File: src/rtl/mips_ctrl_pkg.sv
// Shared encodings for the multicycle MIPS main control: state numbers,
// opcodes, datapath select codes and the internal control word.
package mips_ctrl_pkg;

    localparam logic [3:0] S_FETCH  = 4'd0;
    localparam logic [3:0] S_DECODE = 4'd1;
    localparam logic [3:0] S_MEMADR = 4'd2;
    localparam logic [3:0] S_MEMRD  = 4'd3;
    localparam logic [3:0] S_MEMWB  = 4'd4;
    localparam logic [3:0] S_MEMWR  = 4'd5;
    localparam logic [3:0] S_EXEC   = 4'd6;
    localparam logic [3:0] S_ALUWB  = 4'd7;
    localparam logic [3:0] S_BRANCH = 4'd8;
    localparam logic [3:0] S_IEXEC  = 4'd9;
    localparam logic [3:0] S_IWB    = 4'd10;
    localparam logic [3:0] S_JUMP   = 4'd11;

    localparam logic [5:0] OP_RTYPE = 6'b000000;
    localparam logic [5:0] OP_J     = 6'b000010;
    localparam logic [5:0] OP_BEQ   = 6'b000100;
    localparam logic [5:0] OP_ADDI  = 6'b001000;
    localparam logic [5:0] OP_ANDI  = 6'b001100;
    localparam logic [5:0] OP_ORI   = 6'b001101;
    localparam logic [5:0] OP_LW    = 6'b100011;
    localparam logic [5:0] OP_SW    = 6'b101011;

    localparam logic [1:0] SRCB_REG     = 2'b00;
    localparam logic [1:0] SRCB_FOUR    = 2'b01;
    localparam logic [1:0] SRCB_IMM     = 2'b10;
    localparam logic [1:0] SRCB_IMM_SH2 = 2'b11;

    localparam logic [1:0] ALUOP_ADD       = 2'b00;
    localparam logic [1:0] ALUOP_SUB       = 2'b01;
    localparam logic [1:0] ALUOP_FUNCT     = 2'b10;
    localparam logic [1:0] ALUOP_IMM_LOGIC = 2'b11;

    localparam logic [1:0] PCSRC_ALU    = 2'b00;
    localparam logic [1:0] PCSRC_ALUOUT = 2'b01;
    localparam logic [1:0] PCSRC_JUMP   = 2'b10;

    typedef struct packed {
        logic       pc_write;
        logic       branch;
        logic       iord;
        logic       mem_write;
        logic       ir_write;
        logic       reg_write;
        logic       reg_dst;
        logic       mem_to_reg;
        logic       alu_src_a;
        logic [1:0] alu_src_b;
        logic       ext_zero;
        logic [1:0] alu_op;
        logic [1:0] pc_src;
        logic       illegal_op;
    } ctrl_word_t;

    // State entered after DECODE; unsupported opcodes fall back to FETCH.
    function automatic logic [3:0] decode_target(input logic [5:0] op);
        case (op)
            OP_LW, OP_SW:            return S_MEMADR;
            OP_RTYPE:                return S_EXEC;
            OP_BEQ:                  return S_BRANCH;
            OP_ADDI, OP_ANDI, OP_ORI: return S_IEXEC;
            OP_J:                    return S_JUMP;
            default:                 return S_FETCH;
        endcase
    endfunction

    function automatic logic op_is_legal(input logic [5:0] op);
        case (op)
            OP_LW, OP_SW, OP_RTYPE, OP_BEQ,
            OP_ADDI, OP_ANDI, OP_ORI, OP_J: return 1'b1;
            default:                        return 1'b0;
        endcase
    endfunction

endpackage

File: src/rtl/mips_ctrl_outdec.sv
// Combinational state-to-control-word decode for the multicycle MIPS control.
module mips_ctrl_outdec
    import mips_ctrl_pkg::*;
(
    input  logic [3:0] state,
    input  logic [5:0] opcode,
    input  logic       mem_ready,
    output ctrl_word_t cw
);

    logic imm_logic;

    assign imm_logic = (opcode == OP_ANDI) || (opcode == OP_ORI);

    always_comb begin
        cw = '0;
        case (state)
            S_FETCH: begin
                cw.alu_src_b = SRCB_FOUR;
                cw.alu_op    = ALUOP_ADD;
                cw.pc_src    = PCSRC_ALU;
                cw.ir_write  = mem_ready;
                cw.pc_write  = mem_ready;
            end
            S_DECODE: begin
                // Speculative branch target computed while the opcode is decoded
                cw.alu_src_b  = SRCB_IMM_SH2;
                cw.alu_op     = ALUOP_ADD;
                cw.illegal_op = !op_is_legal(opcode);
            end
            S_MEMADR: begin
                cw.alu_src_a = 1'b1;
                cw.alu_src_b = SRCB_IMM;
                cw.alu_op    = ALUOP_ADD;
            end
            S_MEMRD: begin
                cw.iord = 1'b1;
            end
            S_MEMWB: begin
                cw.reg_write  = 1'b1;
                cw.mem_to_reg = 1'b1;
            end
            S_MEMWR: begin
                cw.iord      = 1'b1;
                cw.mem_write = 1'b1;
            end
            S_EXEC: begin
                cw.alu_src_a = 1'b1;
                cw.alu_src_b = SRCB_REG;
                cw.alu_op    = ALUOP_FUNCT;
            end
            S_ALUWB: begin
                cw.reg_write = 1'b1;
                cw.reg_dst   = 1'b1;
            end
            S_BRANCH: begin
                cw.alu_src_a = 1'b1;
                cw.alu_src_b = SRCB_REG;
                cw.alu_op    = ALUOP_SUB;
                cw.branch    = 1'b1;
                cw.pc_src    = PCSRC_ALUOUT;
            end
            S_IEXEC: begin
                cw.alu_src_a = 1'b1;
                cw.alu_src_b = SRCB_IMM;
                cw.ext_zero  = imm_logic;
                cw.alu_op    = imm_logic ? ALUOP_IMM_LOGIC : ALUOP_ADD;
            end
            S_IWB: begin
                cw.reg_write = 1'b1;
            end
            S_JUMP: begin
                cw.pc_write = 1'b1;
                cw.pc_src   = PCSRC_JUMP;
            end
            default: cw = '0;
        endcase
    end

endmodule

File: src/rtl/multicycle_main_control.sv
// Main control FSM for the multicycle MIPS datapath: state register,
// next-state logic and reset gating of the write enables.
module multicycle_main_control
    import mips_ctrl_pkg::*;
#(
    parameter int ADDR_W = 32
) (
    input  logic       clk,
    input  logic       reset,
    input  logic [5:0] opcode,
    input  logic       zero,
    input  logic       mem_ready,
    output logic       pc_en,
    output logic       iord,
    output logic       mem_write,
    output logic       ir_write,
    output logic       reg_write,
    output logic       reg_dst,
    output logic       mem_to_reg,
    output logic       alu_src_a,
    output logic [1:0] alu_src_b,
    output logic       ext_zero,
    output logic [1:0] alu_op,
    output logic [1:0] pc_src,
    output logic       illegal_op,
    output logic [3:0] state
);

    // Datapath width is documentation only; the control path is width-agnostic.
    if (ADDR_W < 1) begin : g_addr_w_unused
    end

    ctrl_word_t cw;
    logic [3:0] state_nxt;

    mips_ctrl_outdec u_outdec (
        .state     (state),
        .opcode    (opcode),
        .mem_ready (mem_ready),
        .cw        (cw)
    );

    always_comb begin
        state_nxt = S_FETCH;
        case (state)
            S_FETCH:  state_nxt = mem_ready ? S_DECODE : S_FETCH;
            S_DECODE: state_nxt = decode_target(opcode);
            S_MEMADR: state_nxt = (opcode == OP_SW) ? S_MEMWR : S_MEMRD;
            S_MEMRD:  state_nxt = mem_ready ? S_MEMWB : S_MEMRD;
            S_MEMWB:  state_nxt = S_FETCH;
            S_MEMWR:  state_nxt = mem_ready ? S_FETCH : S_MEMWR;
            S_EXEC:   state_nxt = S_ALUWB;
            S_ALUWB:  state_nxt = S_FETCH;
            S_BRANCH: state_nxt = S_FETCH;
            S_IEXEC:  state_nxt = S_IWB;
            S_IWB:    state_nxt = S_FETCH;
            S_JUMP:   state_nxt = S_FETCH;
            default:  state_nxt = S_FETCH;
        endcase
    end

    always_ff @(posedge clk or posedge reset) begin
        if (reset) state <= S_FETCH;
        else       state <= state_nxt;
    end

    // Write enables are killed the instant reset rises so no access completes.
    assign pc_en      = !reset && (cw.pc_write || (cw.branch && zero));
    assign mem_write  = !reset && cw.mem_write;
    assign ir_write   = !reset && cw.ir_write;
    assign reg_write  = !reset && cw.reg_write;

    assign iord       = cw.iord;
    assign reg_dst    = cw.reg_dst;
    assign mem_to_reg = cw.mem_to_reg;
    assign alu_src_a  = cw.alu_src_a;
    assign alu_src_b  = cw.alu_src_b;
    assign ext_zero   = cw.ext_zero;
    assign alu_op     = cw.alu_op;
    assign pc_src     = cw.pc_src;
    assign illegal_op = cw.illegal_op;

endmodule

File: config.mk
export PLATFORM = sky130hd
export DESIGN_NAME = multicycle_main_control
export DESIGN_NICKNAME = d
export VERILOG_FILES = /design/src/rtl/mips_ctrl_pkg.sv /design/src/rtl/mips_ctrl_outdec.sv /design/src/rtl/multicycle_main_control.sv
export SDC_FILE = /design/constraint.sdc
export NUM_CORES = 1
export LEC_CHECK = 0
export ABC_AREA = 0
export ABC_CLOCK_PERIOD_IN_PS = 2000
export CORE_UTILIZATION = 40
export DETAILED_ROUTE_END_ITERATION = 12
export PLACE_DENSITY = 0.75
export REMOVE_ABC_BUFFERS = 1
export SLEW_MARGIN = 5
export SYNTH_ARGS = -nofsm -noshare
export SYNTH_HDL_FRONTEND = slang
export SYNTH_HIERARCHICAL = 1
export SYNTH_SLANG_ARGS = --single-unit
export TNS_END_PERCENT = 5
File: constraint.sdc
create_clock -name clk -period 2 [get_ports clk]
set_input_delay 0.4 -clock clk [delete_from_list [all_inputs] [get_ports clk]]
set_output_delay 0.4 -clock clk [all_outputs]
set_load 0.05 [all_outputs]
==> metrics.txt <==
largest registers=state x4; Switch Pwr=between 1000 and 1500 µW; Clk pwr share=between 4 and 5%; maximum root-to-sink buffer count=2; via count=approximately 1000; clock-pin transition on the worst setup and hold timing paths=~0.04 ns; number of buffers created by CTS=3; number of cells traversed by the worst register-to-register path=5; cell type contributing the most total cell area after synthesis=dfrtp_1; Yosys top cell area share=~15%; ranking of synthesized cells by instance count=nor2_1 (11), nor3_1 (9), a21oi_1 (6); worst slack at placement=-0.3096 ns; layout cells sized above 1=a little under three fifths; Clock Tree Root=clkbuf_4; total routed wirelength=3036 µm; status=complete, but fails checks; number of unique standard cell types used by synthesis=39; violations in the final reports=negative setup slack; number of setup violations in the final report=5; max-slew violations=0; flop and latch count out of synthesis=4; peak supply drop=1.166 mV; cell area reported after detailed placement=about 1200 µm²; number of iterations in the first detailed-routing pass=6; sequential share of power=8.7%; final-stage net count=~150; source of the critical timing path=mem_ready; remaining design rule violation count=0; biggest area contributors in the synthesized netlist=dfrtp_1 (15%), nor3_1 (6.9%), nor2_1 (6.3%), nor2b_1 (4.8%), a21oi_1 (4.6%); skew final=between 0.009 and 0.01 ns; worst setup path class=in -> out; vias per std cell=around 6.5; post-synthesis sequential area ratio=about 15%; Antenna Violating Nets Remaining=0; largest fanout on the critical path=2; Hold Path Class=in -> async; global routing usage summed across all routing layers=between 20% and 30%; power density over the cells=1413 nW/µm²; Die Span Y=between 40 and 50 µm; die outline area=1808 µm²; clock latency of the later-clocked register in the worst-skew pair=about 0.24 ns; period utilization=104.8%; count of standard-cell rows=14; routed length per instance=between 15 and 20 µm; horizontal die dimension=approximately 43 µm; CTS Hold Bufs=0; Critical Path Start Type=primary input; design internal power=approximately 1000 µW; clock tree from TritonCTS=done; max reg flops=4; flip-flop cell with the highest count after synthesis=dfrtp_1; largest net degree at the start of global routing=13; R2R Setup Slk=~0.33 ns; cells after synthesis=89; core area=1524 µm²; total global routing overflow=0; clock tree sinks=4; Most flops, register=state; required time of the critical path=roughly 1.6 ns; data arrival at the endpoint of the critical path=roughly 1.7 ns; warnings from Yosys=6; # port buffers=29; global-route wire length before repair=just under 4000 µm; crit path time final=approximately 2.1 ns; Netlist Area Pre-Place=about 660 µm²; unrepaired setup endpoints after global routing=yes; antenna violations before repair=0; maximum operating frequency=around 0.48 GHz; critical path endpoint category=output port; net switching fraction of the power=51.26%; Initial DRC Count=46; num ports=30; share of flip-flops with an asynchronous set or reset=100.0%; Initial Utilization=a little over two fifths; Area growth syn-to-layout=120.2%; Post-Syn Area per Cell=around 7.4 µm²; Worst-Margin Slew=~0.46 ns; least setup slack across all paths after layout=-0.09628 ns; dpl hpwl=roughly 1500 µm; routability cong.=0.9019; end-of-flow core utilization=94.91%; Placed Cells=approximately 150; final hold violation count=0; launching point of the worst reg2reg path=state[2]$_DFF_PP0_; worst max-slew margin expressed relative to the limit=between 60% and 70%; end of the worst register-to-register path=state[2]$_DFF_PP0_; Comb pwr share=between 80% and 90%; level count of the clock H-tree=1; capturing element of the worst setup path=pc_en; count of flip-flops with a built-in enable after synthesis=0; total chip power=2044 µW; # Max-Cap Violations=0; antenna cell count=0; reported leakage power=about 0.00059 µW; via count of the first global-routing pass=approximately 860; area of all placed cells without fillers=approximately 1400 µm²; count of non-filler cells in the finished layout=approximately 160; most frequently used cell type in the post-synthesis netlist=nor2_1
-- worst min path at each step --
stage               startpoint                 end  slack, ns
floorplan                reset  state[0]$_DFF_PP0_       0.17
global placement         reset  state[0]$_DFF_PP0_       0.73
detailed placement       reset  state[2]$_DFF_PP0_       0.71
CTS                      reset  state[2]$_DFF_PP0_       0.52
global route             reset  state[3]$_DFF_PP0_       0.62
finish                   reset  state[3]$_DFF_PP0_       0.61
-- power by group through the flow --
stage | logic (µW) | registers, µW | clock network (µW)
after global routing | 1820 | 179 | 108
final | 1770 | 178 | 101
after CTS | 1540 | 178 | 97.5
after detailed placement | 1440 | 167 | 0
after global placement | 1430 | 164 | 0
after floorplan | 625 | 314 | 0
-- metrics by stage --
stage | hold WS, ns | TNS, ns
after floorplan | 0.1661 | -9.553
after global placement | 0.7273 | -1.139
after detailed placement | 0.7138 | -1.188
after CTS | 0.5228 | -0.1003
after global routing | 0.6189 | -0.5350
final | 0.6063 | -0.2146
-- cell type report --
| type | instances | area [µm²] |
|---|---|---|
| repair buffers | 53 | 656.9 |
| multi-input cells | 77 | 634.4 |
| flip-flops and latches | 4 | 105.1 |
| fillers | 38 | 77.57 |
| clock buffers | 3 | 22.52 |
| well taps | 16 | 20.02 |
| inverters | 2 | 7.507 |
-- cells in the final DEF (no fill, tap or decap), types with 2 or more instances in the layout --
| master | instances |
|---|---|
| a21oi_1 | 5 |
| buf_6 | 6 |
| clkdlybuf4s50_1 | 4 |
| nor3_1 | 5 |
| nand2b_4 | 3 |
| nor2b_1 | 3 |
| nor2_1 | 9 |
| dfrtp_2 | 4 |
| nor3_2 | 4 |
| nand3_1 | 4 |
| mux2i_1 | 3 |
| buf_12 | 18 |
| buf_4 | 20 |
| nand2_1 | 4 |
| nor4b_4 | 2 |
| clkbuf_4 | 3 |
| buf_2 | 2 |
| clkdlybuf4s15_1 | 2 |
| and3_2 | 2 |
| nand2b_1 | 2 |
-- cell families after synthesis --
family                     synth area share [%]
and+or+nand+nor                           51.62
muxes                                     4.572
AOI/OAI and AO/OA                         19.24
buffers and inverters                     6.473
xor gates and xnor gates                  1.334
adders and majority gates                 1.524
DFF                                       15.24
-- worst max-delay path: stages --
cell and delay (ns):
clkdlybuf4s50_1 0.49, nor4b_4 0.23, a31oi_1 0.08, nor2_1 0.12, a21oi_1 0.07, nor2_2 0.15
buf_12 0.16
-- metal layers --
layer	vias up	global-route usage (%)	share of wire, %
li1	430	-	-
met2	94	51.38	50
met3	17	4.310	7.9
met1	463	32.89	37
met4	0	13.13	4.7
met5	-	0	0
-- what timing repair did --
| action | in CTS | in global routing |
|---|---|---|
| endpoints found under the setup margin | 9 | 8 |
| hold endpoints to repair | 0 | 0 |
| gates resized for setup | 34 | 14 |
| pin swaps | 8 | 4 |
| buffers inserted | 2 | 4 |
(Power assumes the default switching activity.)
